<file path="src/rtl/instr_mem_pkg.sv">
// ============================================================================
// Module : instr_mem_pkg
// Brief  : Shared loader state encoding and default geometry / fill word.
// Rev    : 1.0  initial release
// ============================================================================
`default_nettype none

package instr_mem_pkg;

    localparam int DEF_INSTR_WIDTH = 9;
    localparam int DEF_ADDR_WIDTH  = 8;
    localparam logic [31:0] DEF_FILL_INSTR = '0;

    typedef enum logic [1:0] {
        ST_IDLE = 2'd0,
        ST_LOAD = 2'd1,
        ST_RUN  = 2'd2
    } state_t;

endpackage

`default_nettype wire

</file>
<file path="src/rtl/instr_mem_ram.sv">
// ============================================================================
// Module : instr_mem_ram
// Brief  : Simple dual-port RAM, one write port and one registered read port.
//          The caller widens WIDTH by one when IMEM_PARITY_EN is defined.
// Rev    : 1.0  initial release
// ============================================================================
`default_nettype none

module instr_mem_ram
    import instr_mem_pkg::*;
#(
    parameter int WIDTH      = DEF_INSTR_WIDTH,
    parameter int ADDR_WIDTH = DEF_ADDR_WIDTH
) (
    input  logic                  clk,
    input  logic                  rst_n,
    input  logic                  wr_en,
    input  logic [ADDR_WIDTH-1:0] wr_addr,
    input  logic [WIDTH-1:0]      wr_data,
    input  logic                  rd_en,
    input  logic [ADDR_WIDTH-1:0] rd_addr,
    output logic [WIDTH-1:0]      rd_data
);

    localparam int DEPTH = 2 ** ADDR_WIDTH;

    logic [WIDTH-1:0] mem [DEPTH];

    // Array is deliberately left unreset; only the read register clears.
    always_ff @(posedge clk) begin
        if (wr_en) begin
            mem[wr_addr] <= wr_data;
        end
    end

    always_ff @(posedge clk or negedge rst_n) begin
        if (!rst_n) begin
            rd_data <= '0;
        end else if (rd_en) begin
            rd_data <= mem[rd_addr];
        end
    end

endmodule

`default_nettype wire

</file>
<file path="src/rtl/instr_mem_loader.sv">
// ============================================================================
// Module : instr_mem_loader
// Brief  : Streams a program into instruction RAM, then serves 1-cycle fetches.
//          Optional macro IMEM_PARITY_EN adds a stored even-parity bit and
//          the parity_err output.
// Rev    : 1.0  initial release
// ============================================================================
`default_nettype none

module instr_mem_loader
    import instr_mem_pkg::*;
#(
    parameter int                     INSTR_WIDTH = DEF_INSTR_WIDTH,
    parameter int                     ADDR_WIDTH  = DEF_ADDR_WIDTH,
    parameter logic [INSTR_WIDTH-1:0] FILL_INSTR  = INSTR_WIDTH'(DEF_FILL_INSTR)
) (
    input  logic                   clk,
    input  logic                   rst_n,
    input  logic                   load_start,
    input  logic                   load_valid,
    input  logic [INSTR_WIDTH-1:0] load_data,
    input  logic                   load_last,
    output logic                   load_ready,
    output logic                   load_done,
    output logic [ADDR_WIDTH:0]    prog_len,
    input  logic                   fetch_req,
    input  logic [ADDR_WIDTH-1:0]  fetch_addr,
    output logic                   fetch_ready,
    output logic                   fetch_valid,
    output logic [INSTR_WIDTH-1:0] fetch_instr
`ifdef IMEM_PARITY_EN
    ,
    output logic                   parity_err
`endif
);

`ifdef IMEM_PARITY_EN
    localparam int PAR_W = 1;
`else
    localparam int PAR_W = 0;
`endif
    localparam int MEM_W = INSTR_WIDTH + PAR_W;

    state_t                r_state;
    state_t                w_next;
    logic [ADDR_WIDTH-1:0] r_wr_ptr;
    logic                  r_fill;
    logic                  w_beat;
    logic                  w_fetch;
    logic                  w_last_slot;
    logic [MEM_W-1:0]      w_wr_data;
    logic [MEM_W-1:0]      w_rd_data;

    // A load_start in the same cycle wins over the beat.
    assign w_beat      = load_valid && load_ready && !load_start;
    assign w_fetch     = fetch_req && fetch_ready;
    assign w_last_slot = (r_wr_ptr == {ADDR_WIDTH{1'b1}});

    always_ff @(posedge clk or negedge rst_n) begin
        if (!rst_n) begin
            r_state <= ST_IDLE;
        end else begin
            r_state <= w_next;
        end
    end

    always_comb begin
        w_next = r_state;
        case (r_state)
            ST_IDLE: if (load_start) w_next = ST_LOAD;
            ST_LOAD: if (!load_start && w_beat && (load_last || w_last_slot)) w_next = ST_RUN;
            ST_RUN:  if (load_start) w_next = ST_LOAD;
            default: w_next = ST_IDLE;
        endcase
    end

    always_comb begin
        load_ready  = (r_state == ST_LOAD);
        fetch_ready = (r_state == ST_RUN);
    end

    always_ff @(posedge clk or negedge rst_n) begin
        if (!rst_n) begin
            r_wr_ptr    <= '0;
            prog_len    <= '0;
            load_done   <= 1'b0;
            fetch_valid <= 1'b0;
            r_fill      <= 1'b0;
        end else begin
            if (load_start) begin
                r_wr_ptr <= '0;
                prog_len <= '0;
            end else if (w_beat) begin
                r_wr_ptr <= r_wr_ptr + ADDR_WIDTH'(1);
                prog_len <= prog_len + (ADDR_WIDTH + 1)'(1);
            end
            load_done   <= (r_state == ST_LOAD) && (w_next == ST_RUN);
            fetch_valid <= w_fetch;
            if (w_fetch) begin
                r_fill <= ({1'b0, fetch_addr} >= prog_len);
            end
        end
    end

`ifdef IMEM_PARITY_EN
    assign w_wr_data  = {^load_data, load_data};
    assign parity_err = fetch_valid && !r_fill && (^w_rd_data);
`else
    assign w_wr_data  = load_data;
`endif

    // Both r_fill and the RAM read register only move on an accepted fetch,
    // so the output holds between fetches.
    assign fetch_instr = r_fill ? FILL_INSTR : w_rd_data[INSTR_WIDTH-1:0];

    instr_mem_ram #(
        .WIDTH      (MEM_W),
        .ADDR_WIDTH (ADDR_WIDTH)
    ) u_ram (
        .clk     (clk),
        .rst_n   (rst_n),
        .wr_en   (w_beat),
        .wr_addr (r_wr_ptr),
        .wr_data (w_wr_data),
        .rd_en   (w_fetch),
        .rd_addr (fetch_addr),
        .rd_data (w_rd_data)
    );

endmodule

`default_nettype wire

</file>
<file path="config.mk">
export PLATFORM = sky130hd
export DESIGN_NAME = instr_mem_loader
export DESIGN_NICKNAME = d
export VERILOG_FILES = /design/src/rtl/instr_mem_pkg.sv /design/src/rtl/instr_mem_ram.sv /design/src/rtl/instr_mem_loader.sv
export SDC_FILE = /design/constraint.sdc
export NUM_CORES = 2
export LEC_CHECK = 0
export CAP_MARGIN = 10
export CORE_UTILIZATION = 25
export CTS_BUF_LIST = sky130_fd_sc_hd__clkbuf_8
export CTS_CLUSTER_DIAMETER = 30
export DETAILED_ROUTE_END_ITERATION = 16
export MAX_ROUTING_LAYER = met4
export SLEW_MARGIN = 30
export SYNTH_ARGS = -nofsm -noshare
export SYNTH_HDL_FRONTEND = slang
export SYNTH_HIERARCHICAL = 1
export SYNTH_SLANG_ARGS = --single-unit
</file>
<file path="constraint.sdc">
create_clock -name clk -period 4.89 [get_ports clk]
set_input_delay 0.7335 -clock clk [delete_from_list [all_inputs] [get_ports clk]]
set_output_delay 0.7335 -clock clk [all_outputs]
set_load 0.005 [all_outputs]
</file>
==> key figures <==
Global route
  – Vias in the first global route: roughly 48k
  – Wire length of the first global-routing pass: roughly 370,000 um
  – Overall Global Routing Usage: between 10 and 15%
  – Initial antenna violation count: 11
  – Pin count of the biggest net entering global routing: between 100 and 150
  – Total congestion overflow: 0

Synth
  – Top-count cell post-synth: sky130_fd_sc_hd__edfxtp_1
  – Register bit count reported by yosys: 2,335
  – Cells taking the most area after synthesis: sky130_fd_sc_hd__edfxtp_1 (76%), sky130_fd_sc_hd__mux4_2 (12%), sky130_fd_sc_hd__mux2i_1 (2.3%)
  – Proportion of register bits with asynchronous set or reset after synthesis: between 1 and 1.5%
  – Number of cells produced by synthesis: 4,382
  – Number of enable-type register cells in the synthesized netlist: approximately 2.3k
  – Post-synthesis sequential area ratio: roughly three quarters
  – Synthesized net count: between 4k and 5k
  – Synth top cells by count: sky130_fd_sc_hd__edfxtp_1 (2,304), sky130_fd_sc_hd__mux4_2 (483), sky130_fd_sc_hd__nor2_1 (324)
  – Fraction of synthesized cell area taken by the top area cell type: roughly three quarters
  – Total standard cell area after synthesis: 0.09116 mm2
  – Cell taking the most area after synthesis: sky130_fd_sc_hd__edfxtp_1
  – Flip-flop cell with the highest count after synthesis: sky130_fd_sc_hd__edfxtp_1
  – Number of warnings reported in the yosys synthesis log: 6
  – Mean Syn Cell Area: 20.80 um2
  – Count of distinct cell types in the synthesized netlist: a little over 80

Critical path
  – Highest-delay cell along the critical path: sky130_fd_sc_hd__nor2b_1
  – Critical Setup Path Class: reg -> out
  – Cells traversed along the worst timing path: nor2b_1 > clkdlybuf4s50_1
  – Element type at the critical path end: primary output
  – Worst reg2reg path depth: 8
  – CP startpoint kind: register
  – Delay of the slowest cell on the worst path: ~770 ps
  – Required arrival time at the worst endpoint: around 4200 ps
  – Largest driver fanout on the critical path: 10
  – Arrival time at the worst endpoint: around 3200 ps

CTS
  – Number of buffers inserted during clock tree synthesis: between 400 and 500
  – Clock latency on the worst-skew pair: between 1000 and 1500 ps
  – Clock sink count: ~2.3k
  – Clk buf depth: 4
  – Clock tree from TritonCTS: yes
  – Library cell used as clock root buffer: sky130_fd_sc_hd__clkbuf_8
  – Clk pin slew, worst setup/hold paths: 60 ps
  – Post-CTS Resized: 0
  – # H-tree levels: 5

Route
  – Via-to-Cell Ratio: 4.819
  – Final routed wire length divided by cell count: approximately 26 um
  – Total wire length: around 260,000 um
  – Length of the first detailed-routing pass in iterations: 6
  – Detailed router's first-iteration violation count: between 6k and 7k
  – Detailed-route via count: about 50k
  – Antenna Violating Nets Remaining: 0
  – DRC violations left: 0

Finish
  – Sequential cell area: ~0.07 mm2
  – Layout filler cell count: about 35k
  – Net count of the finished layout: between 4k and 5k
  – Area Growth Syn to Fin: 18.56%
  – Footprint of the multi-input gates: roughly 0.020 mm2
  – Fin cells: between 10k and 15k
  – Fraction of layout instances using a drive strength above 1: between 20% and 30%

Timing
  – Max-slew headroom: 28.40%
  – Fraction of the cycle the final worst path needs: between 80 and 90%
  – Clock skew after layout: slightly above 70 ps
  – Number of failing setup endpoints in the final timing report: 0
  – RSZ-0062 raised after global routing: no
  – Least-Margin Pin Slew: roughly 1100 ps
  – Total negative setup slack: 0 ps
  – Setup ws final: between 900 and 1000 ps
  – Hold violation total from the final report: 0
  – Max frequency: 252.9 MHz
  – Post-route worst hold slack: just over 100 ps
  – Number of max-slew violations in the final report: 0
  – Final period demand of the worst path: between 3000 and 4000 ps

Hold path
  – Number of cells on the worst hold path: 1
  – Kind of path behind the tightest hold check: in -> reg

Floorplan
  – Height of the die: ~610 um
  – Core Box Area: between 0.3 and 0.4 mm2
  – Die boundary width: 605.9 um
  – Initial core utilization: 25.15%
  – Total die area: 0.3671 mm2
  – Standard-cell rows: approximately 220
  – I/O pin count: 45

Placement
  – HPWL after detailed placement: around 170,000 um
  – Final GP Congestion: approximately 0.91
  – Dpl ws: roughly 700 ps
  – Port bufs: 44
  – Total instance count after detailed placement: 9,252

Status
  – Run status: finished clean

Power
  – Power density of the placed cells: about 410 mW/mm2
  – Worst VDD drop: ~0.00033 V
  – Static leakage power: roughly 34 nW

Job
  – Max-cap violations: 0
==> metal layers <==
metal | track usage [%] | share of wire (%)
met1 | 18.31 | 39
met2 | 22.06 | 47
met3 | 3.331 | 9.8
met4 | 5.752 | 4.0
met5 | - | 0
==> where the power goes <==
group	total, mW	switching (mW)	leakage, nW	internal, mW
Clock	19.6	8.36	5.00	11.2
Combinational	2.45	1.62	7.87	0.834
Sequential	22.2	0.0862	21.1	22.1
Total	44.2	10.1	34.0	34.1
==> sequential cells by signal, summed over array words and instances, names as in the netlist <==
| signal | cells |
|---|---|
| u_ram/mem | 2304 |
| prog_len | 9 |
| u_ram/rd_data | 9 |
| r_wr_ptr | 8 |
| r_state | 2 |
| fetch_valid | 1 |
| load_done | 1 |
| r_fill | 1 |
==> worst paths after layout <==
path | from | slack, ps | endpoint
worst max-delay path | r_fill | 940 | fetch_instr[5]
worst min-delay path | load_data[4] | 100 | u_ram/mem[252][4]
worst max register to register | r_state[0] | 1500 | u_ram/rd_data[6]
worst min register to register | u_ram/rd_data[3] | 500 | u_ram/rd_data[3]
max in group asynchronous | rst_n | 4310 | u_ram/rd_data[0]
min in group asynchronous | rst_n | 150 | r_fill
==> layout make-up <==
type                       instances  area share (%)
clock buffer                     469           5.972
antenna                            6         0.01389
timing repair buffer             340           3.005
clock inverter                   348           2.576
inverter                          20         0.07177
multi-input combinational       1770           18.08
tap                             4794           5.550
sequential                      2335           64.73
==> timing repair <==
action | in CTS | in global routing
hold buffers | 1 | 1
buffers inserted | 0 | 0
endpoints found under the hold margin | 31 | 28
endpoints found under the setup margin | 0 | 0
==> critical path, delay by kind of cell, from the launching register on <==
| family | cells | cell delay [ps] |
|---|---|---|
| buffers and inverters | 1 | 660 |
| flip-flops | 1 | 640 |
| AND/OR/NAND/NOR | 1 | 770 |
==> cell families (layout without fill, tap and decap cells) <==
logic type	after synthesis	in the layout	synth area share, %
buf+inv	277	1177	2.024
flops	2335	2335	76.75
compound gates	412	412	3.239
mux	708	708	14.64
fa+ha+maj	10	10	0.1373
xor+xnor	12	12	0.1153
simple gates	628	628	3.098
other cells	0	6	0
==> cell usage in the layout, fill, tap and decap left out, drive strengths merged, types with 28 or more instances in the layout <==
| cell | count |
|---|---|
| nand3 | 50 |
| a21oi | 49 |
| buf | 304 |
| clkinv | 191 |
| mux4 | 496 |
| clkdlybuf4s50 | 28 |
| bufinv | 43 |
| inv | 109 |
| nor3 | 51 |
| a22oi | 63 |
| o22ai | 79 |
| nor2 | 324 |
| o21ai | 37 |
| o221ai | 39 |
| dfrtp | 31 |
| clkbuf | 475 |
| edfxtp | 2304 |
| mux2i | 208 |
| nand2 | 108 |
==> per-stage QoR <==
step	util (%)	instance area (um2)	total power, mW
global placement	27.18	98540	24.95
CTS	29.74	107800	44.49
finish	29.82	108100	44.20
global route	29.81	108100	45.48
floorplan	-	91160	23.69
detailed placement	27.19	98560	24.98
(Power assumes the default switching activity.)
